## config.mk

```make
export PLATFORM = sky130hd
export DESIGN_NAME = expr_char_tx
export DESIGN_NICKNAME = d
export VERILOG_FILES = /design/src/rtl/expr_char_tx.sv
export SDC_FILE = /design/constraint.sdc
export NUM_CORES = 1
export LEC_CHECK = 0
export CAP_MARGIN = 20
export CORE_UTILIZATION = 40
export CTS_BUF_LIST = sky130_fd_sc_hd__clkbuf_8
export CTS_CLUSTER_DIAMETER = 30
export DETAILED_ROUTE_END_ITERATION = 8
export HOLD_SLACK_MARGIN = 0.02
export PLACE_DENSITY = 0.66
export SKIP_CTS_REPAIR_TIMING = 1
export SYNTH_ARGS = -nofsm -noshare
export SYNTH_HDL_FRONTEND = slang
export SYNTH_SLANG_ARGS = --single-unit
```

## constraint.sdc

```tcl
create_clock -name clk -period 1.6 [get_ports clk]
set_input_delay 0.32 -clock clk [delete_from_list [all_inputs] [get_ports clk]]
set_output_delay 0.32 -clock clk [all_outputs]
set_load 0.005 [all_outputs]
```

## src/rtl/expr_char_tx.sv

```systemverilog
// ---------------------------------------------------------------------------
// expr_char_tx
//   Transmitter for the ASCII character stream consumed by the pattern-
//   matching FSMs. On an accepted start it latches two hex digits and an
//   operator, then serialises "A<op>B=" one 8-bit character per accepted
//   beat under a valid/ready handshake, so a stalling consumer loses nothing.
//
//   Optional feature (compile-time macro SPACE_PAD_EN):
//     defined   -> one ' ' is inserted after A and after op ("A op B=", 6 chars)
//     undefined -> compact stream "A<op>B=" (4 chars)
//
// Parameters
//   IDLE_CHAR  character driven on out_char while nothing is offered
//   LOWER_HEX  1: digits 10-15 as 'a'-'f'; 0: as 'A'-'F'
//
// Ports
//   clk        clock, all state updates on posedge
//   clr        synchronous active-high reset
//   start      request one expression (only honoured while idle)
//   op_a       left operand digit, latched on accepted start
//   op_sel     operator: 00 '+', 01 '-', 10 '*', 11 '/'
//   op_b       right operand digit, latched on accepted start
//   out_ready  consumer can take out_char this cycle
//   out_char   registered ASCII character offered
//   out_valid  registered, out_char is valid
//   busy       registered, high from accepted start until '=' is accepted
//   done       registered, one-cycle pulse after '=' is accepted
// ---------------------------------------------------------------------------
module expr_char_tx #(
    parameter logic [7:0] IDLE_CHAR = 8'h20,
    parameter int         LOWER_HEX = 0
) (
    input  logic       clk,
    input  logic       clr,
    input  logic       start,
    input  logic [3:0] op_a,
    input  logic [1:0] op_sel,
    input  logic [3:0] op_b,
    input  logic       out_ready,
    output logic [7:0] out_char,
    output logic       out_valid,
    output logic       busy,
    output logic       done
);

`ifdef SPACE_PAD_EN
    typedef enum logic [2:0] {
        S_IDLE  = 3'd0,
        S_CH_A  = 3'd1,
        S_SP1   = 3'd2,
        S_CH_OP = 3'd3,
        S_SP2   = 3'd4,
        S_CH_B  = 3'd5,
        S_CH_EQ = 3'd6
    } state_t;
`else
    typedef enum logic [2:0] {
        S_IDLE  = 3'd0,
        S_CH_A  = 3'd1,
        S_CH_OP = 3'd3,
        S_CH_B  = 3'd5,
        S_CH_EQ = 3'd6
    } state_t;
`endif

    localparam logic [7:0] SPACE_CHAR = 8'h20;
    localparam logic [7:0] EQ_CHAR    = 8'h3D;

    state_t     state;
    logic [3:0] lat_a;
    logic [1:0] lat_sel;
    logic [3:0] lat_b;
    logic       beat;

    // Hex digit to ASCII, case of A-F chosen by LOWER_HEX.
    function automatic logic [7:0] hex_char(input logic [3:0] d);
        logic [7:0] c;
        if (d < 4'd10) begin
            c = 8'h30 + {4'h0, d};
        end else begin
            c = ((LOWER_HEX != 0) ? 8'h61 : 8'h41) + {4'h0, d - 4'd10};
        end
        return c;
    endfunction

    // Operator code to ASCII.
    function automatic logic [7:0] op_char(input logic [1:0] s);
        logic [7:0] c;
        case (s)
            2'b00:   c = 8'h2B;
            2'b01:   c = 8'h2D;
            2'b10:   c = 8'h2A;
            2'b11:   c = 8'h2F;
            default: c = 8'h2B;
        endcase
        return c;
    endfunction

    // A character leaves only when it is both offered and taken.
    assign beat = out_valid & out_ready;

    // Sequencer: each transition also loads the next character, so the
    // outputs are registered and back-to-back beats give one char per cycle.
    always_ff @(posedge clk) begin
        if (clr) begin
            state     <= S_IDLE;
            lat_a     <= 4'h0;
            lat_sel   <= 2'b00;
            lat_b     <= 4'h0;
            out_char  <= IDLE_CHAR;
            out_valid <= 1'b0;
            busy      <= 1'b0;
            done      <= 1'b0;
        end else begin
            done <= 1'b0;
            case (state)
                S_IDLE: begin
                    if (start) begin
                        lat_a     <= op_a;
                        lat_sel   <= op_sel;
                        lat_b     <= op_b;
                        state     <= S_CH_A;
                        out_char  <= hex_char(op_a);
                        out_valid <= 1'b1;
                        busy      <= 1'b1;
                    end
                end
                S_CH_A: begin
                    if (beat) begin
`ifdef SPACE_PAD_EN
                        state    <= S_SP1;
                        out_char <= SPACE_CHAR;
`else
                        state    <= S_CH_OP;
                        out_char <= op_char(lat_sel);
`endif
                    end
                end
`ifdef SPACE_PAD_EN
                S_SP1: begin
                    if (beat) begin
                        state    <= S_CH_OP;
                        out_char <= op_char(lat_sel);
                    end
                end
`endif
                S_CH_OP: begin
                    if (beat) begin
`ifdef SPACE_PAD_EN
                        state    <= S_SP2;
                        out_char <= SPACE_CHAR;
`else
                        state    <= S_CH_B;
                        out_char <= hex_char(lat_b);
`endif
                    end
                end
`ifdef SPACE_PAD_EN
                S_SP2: begin
                    if (beat) begin
                        state    <= S_CH_B;
                        out_char <= hex_char(lat_b);
                    end
                end
`endif
                S_CH_B: begin
                    if (beat) begin
                        state    <= S_CH_EQ;
                        out_char <= EQ_CHAR;
                    end
                end
                S_CH_EQ: begin
                    if (beat) begin
                        state     <= S_IDLE;
                        out_char  <= IDLE_CHAR;
                        out_valid <= 1'b0;
                        busy      <= 1'b0;
                        done      <= 1'b1;
                    end
                end
                default: begin
                    state     <= S_IDLE;
                    out_char  <= IDLE_CHAR;
                    out_valid <= 1'b0;
                    busy      <= 1'b0;
                end
            endcase
        end
    end

endmodule
```

# Yosys cells after proc, flatten, opt, wreduce, memory -nomap -nowiden
# Index checks and enable logic that the tools add are counted.
# word_totals
regBits,19
in_bits,14
output_inout_bits,11
word_cells,55
# classes
add_sub_neg,6
order_cmp,2
n_eq_ne,12
mux,19
bitwise_logic,3
reduce_logical,7
# op_table
op,count
2-to-1 mux 8 bit,7
one-hot mux 8 bit (5 select lines),1
one-hot mux 8 bit (4 select lines),1
"adder 7 x 4 -> 8 bit, first input constant",2
2-to-1 mux 3 bit,5
one-hot mux 3 bit (5 select lines),1
"adder 6 x 4 -> 7 bit, first input constant",2
"!= test 2 bit, second input constant",5
"less-than comparator 4 bit, second input constant",2
"subtractor 4 bit, second input constant",2
"== test 3 bit, second input constant",2
AND reduction 5 bit,1
"== test 2 bit, second input constant",2
"== test 3 x 1 -> 1 bit, second input constant",1
"== test 3 x 2 -> 1 bit, second input constant",1
zero test 3 bit,1
2-to-1 mux 1 bit,3
one-hot mux 1 bit (3 select lines),1
AND reduction 3 bit,1
OR reduction 3 bit,1
"== test 2 x 1 -> 1 bit, second input constant",1
zero test 2 bit,1
NOT 1 bit,2
AND reduction 2 bit,1
2 further kinds,2

# Longest topological paths before layout
# depth
word_depth,5
ltp_mapped,7
mapped_depth_nobuf,7

# Least setup slack after synthesis
# No wires, ideal clock.
# synth_timing
kind,input-to-reg
startpoint,in op_a[1]
endpoint,reg out_char[1]
setup_time_ps,70
t_arrival_ps,1397
t_required_ps,1530
setup_slack_ps,132
path_stages,7
n_path_buf,0
path_cell_list,inv_1 ha_1 nor2b_1 or4_1 a21oi_1 a31oi_1 o2bb2ai_1
# synth_between
elab_chain_len,5
word_cells_on_any_way,7
classes_between,add/sub: 3; order compare: 1; mux: 3
# synth_rtl
item,line,source
"start, declared",36,"input logic [3:0] op_a,"
subtractor 4 bit,81,"c = ((LOWER_HEX != 0) ? 8'h61 : 8'h41) + {4'h0, d - 4'd10};"
adder 7 x 4 -> 8 bit,81,
2-to-1 mux 8 bit (*),78,if (d < 4'd10) begin
2-to-1 mux 8 bit (*),118,if (start) begin
one-hot mux 8 bit (5 select lines) (*),116,case (state)
"end signal, assigned",123,out_char <= hex_char(op_a);
"end signal, assigned",135,out_char <= op_char(lat_sel);
"end signal, assigned",154,out_char <= hex_char(lat_b);
"end, declared",40,"output logic [7:0] out_char,"
# Mark *: on every way between the ends. The rest lies on a longest branch, timed or not. The select of a mux whose other input is x is not followed.
# A chain may end at the register's enable or synchronous reset.

# Worst setup path in the final report
# layout_timing
startpoint,in out_ready
endpoint,reg out_char[1]
# layout_between
elab_chain_len,3
word_cells_on_any_way,6
classes_between,eq/ne: 4; bitwise: 1; reduce/logical: 1
# layout_rtl
item,line,source
"start, declared",39,"input logic out_ready,"
AND 1 bit (*),100,assign beat = out_valid & out_ready;
!= test 2 bit (no source line),--,
AND reduction 5 bit (no source line) (*),--,
# Mark *: on every way between the ends. The rest lies on a longest branch, timed or not.

==> reports/metrics.csv <==
stage,metric,value,unit
run_status,status,finished clean,
min_path,min-delay-start,out_char[6],
worst_setup_path,crit_arrival,1.75,ns
die,die-area,3030,um2
global_routing,antenna_found_initial,0,
worst_setup_path,critPathCaptureType,flop,
detailed_routing,drt_iter0_drc,14,
min_path,hold_path.class,reg -> reg,
logic_synthesis,synth-compound-area-share,0.207,
power_and_ir_drop,totalPowerFinal,1480,uW
logic_synthesis,syn_nets,161,
global_routing,grt_pass1_vias,1021,
die,die_h,55.0,um
detailed_routing,drtPass1Iterations,4,
job,maxCapViolations,0,
cells_and_area,seqCellArea,365,um2
logic_synthesis,synth_seq_area_share,0.320,
worst_setup_path,worstPathMaxFanout,5,
detailed_routing,routed-via-count,1128,
logic_synthesis,synth-simple-area-share,0.238,
sta,worst_slack,0.0316,ns
worst_setup_path,r2r_start,state[0],
logic_synthesis,synth_top_family_by_area,simple AND/OR/NAND/NOR gates,
worst_setup_path,critPathKind,in -> reg,
clock_network,cts_tree,done,
placement,dp_slack,-0.477,ns
clock_network,clk-insertion-delay-late,0.26,ns
sta,finalCritPeriodShare,0.980,
detailed_routing,vias_per_cell,5.40,
logic_synthesis,syn_inst,141,
detailed_routing,routed_wl,2610,um
placement,dpl.hpwl,2000,um
sta,rsz0062_at_grt,no,
clock_network,cts_buffers,3,
global_routing,grt_usage,0.196,
logic_synthesis,synth.avg_cell_area,7.98,um2
detailed_routing,detail-route-antenna-nets,0,
placement,dp.cells,205,
cells_and_area,diodes,0,
cells_and_area,nets,200,
die,coreArea,2570,um2
cells_and_area,synthToLayoutAreaGrowth,44.4,%
worst_setup_path,max_stage_delay,0.49,ns
die,ios,25,
logic_synthesis,syn-cell-area,1120,um2
worst_setup_path,critPathSlowestCell,clkdlybuf4s50_1,
sta,finalSetupViolations,0,
sta,final.min_clock_period,1.57,ns
die,num_rows,18,
worst_setup_path,start_kind,primary input,
placement,gp_congestion,0.799,
logic_synthesis,synth.area.mux_share,0.0534,
logic_synthesis,yosysWarnings,0,
die,die_w,55.0,um
worst_setup_path,worst_ep_required_time,1.78,ns
logic_synthesis,synthAdderAreaFrac,0.0667,
placement,portBuffers,23,
sta,hold_viol_final,0,
die,initial_utilization,0.438,
clock_network,clock-root-buffer,clkbuf_8,
cells_and_area,drive_gt1_frac,0.235,
cells_and_area,nFillCells,227,
cells_and_area,multi_input_area,736,um2
power_and_ir_drop,leakage,0.000678,uW
power_and_ir_drop,ir_worst_vdd,0.000705,V
clock_network,clk_pin_slew,0.07,ns
worst_setup_path,crit_path_start,out_ready,
sta,skew,0.00365,ns
logic_synthesis,synth_xor_area_frac,0.0467,
worst_setup_path,crit_chain,clkdlybuf4s50_1 > nand2_1 > a21oi_1 > o21ai_2 > or3_1 > o2bb2ai_1,
logic_synthesis,yosys.cell_types.count,34,
clock_network,htree_levels,1,
sta,fmax,638,MHz
global_routing,overflow,0,
power_and_ir_drop,power_density,914,nW/um2
cells_and_area,final_cells,209,
sta,slew_violations,0,
detailed_routing,avgRoutedWirePerCell,12.5,um
clock_network,clock_sinks,18,
clock_network,clk_path_buf_depth,2,
global_routing,grt_max_degree,17,
logic_synthesis,ys_ff_latch,18,
global_routing,grt_pass1_wl,4270,um
detailed_routing,drc,0,
[synthesized netlist by cell type, drive strengths merged]
library cell	count	share of area
conb	1	0.0033
nand2b	2	0.011
nand2	12	0.040
nor2	18	0.060
a31oi	2	0.011
and2	1	0.0056
nor3	6	0.037
o21ba	1	0.0089
nor2b	6	0.033
inv	6	0.020
xor2	4	0.031
ha	6	0.067
o32ai	1	0.0078
or3	4	0.022
o2bb2ai	3	0.023
a21oi	16	0.071
a2bb2oi	1	0.0078
mux2i	6	0.053
a21o	1	0.0067
o22ai	1	0.0056
and2b	1	0.0089
clkbuf	2	0.0067
dfxtp	18	0.32
o21ai	7	0.034
nor4	1	0.0056
or4	1	0.0067
and3b	1	0.0078
xnor2	2	0.016
a211oi	3	0.020
buf	6	0.038
o2111a	1	0.010
[power by group]
part	total [uW]	internal, uW	switching, uW
registers	553	503	49.7
clock network	382	219	163
logic	550	305	245
total	1480	1030	458
[sequential cells by signal (all words and copies together) (netlist names)]
name      cells
out_char      7
state         3
busy          1
done          1
lat_sel       2
lat_b         4
[layout make-up]
| class | instances | area share |
|---|---|---|
| Sequential cell | 18 | 0.225 |
| Timing Repair Buffer | 42 | 0.251 |
| Inverter | 6 | 0.0139 |
| Multi-Input combinational cell | 109 | 0.453 |
| Clock buffer | 4 | 0.0339 |
| Tap cell | 30 | 0.0231 |
[through the flow]
step	utilization	area, um2	hold slack (ns)	setup TNS, ns
finish	0.633	1620	0.460	0
global route	0.633	1620	0.490	0
CTS	0.610	1570	0.456	-0.691
detailed placement	0.588	1510	0.446	-2.65
global placement	0.588	1510	0.443	-2.36
floorplan	-	1120	0.448	0
[cell usage in the layout, fill, tap and decap left out, drive strengths merged, types with 4 or more instances in the layout]
cell type	count
nand2	12
nor3	6
clkbuf	4
xor2	4
nor2	18
dlymetal6s2s	4
or3	4
ha	6
mux2i	6
inv	6
o21ai	7
buf	19
a21oi	16
dfxtp	18
clkdlybuf4s50	19
nor2b	6
[worst paths after layout]
path                               endpoint  depth (start not counted)  slack, ns
worst max-delay path            out_char[1]                          6       0.03
worst min-delay path            out_char[6]                          2       0.46
worst max register to register  out_char[1]                          5       0.08
worst min register to register  out_char[6]                          2       0.46
[metal layers]
layer / wire length [um] / GRT usage / share of wire
met1: 1230 / 0.256 / 0.47
met2: 1280 / 0.333 / 0.49
met3: 93 / 0.0410 / 0.036
met4: 10 / 0.0375 / 0.0038
met5: 0 / 0 / 0
[critical path: cells and delay by family]
family | cells | cell delay [ns]
buffers and inverters | 1 | 0.49
and+or+nand+nor | 2 | 0.50
AOI/OAI and AO/OA | 3 | 0.45
[logic make-up after synthesis]
group / Yosys count
muxes: 6
xor gates and xnor gates: 6
and+or+nand+nor: 53
AOI/OAI and AO/OA: 37
DFF: 18
buffers and inverters: 14
adders and majority gates: 6
other: 1
No activity file was read; power rests on OpenSTA's default activity.
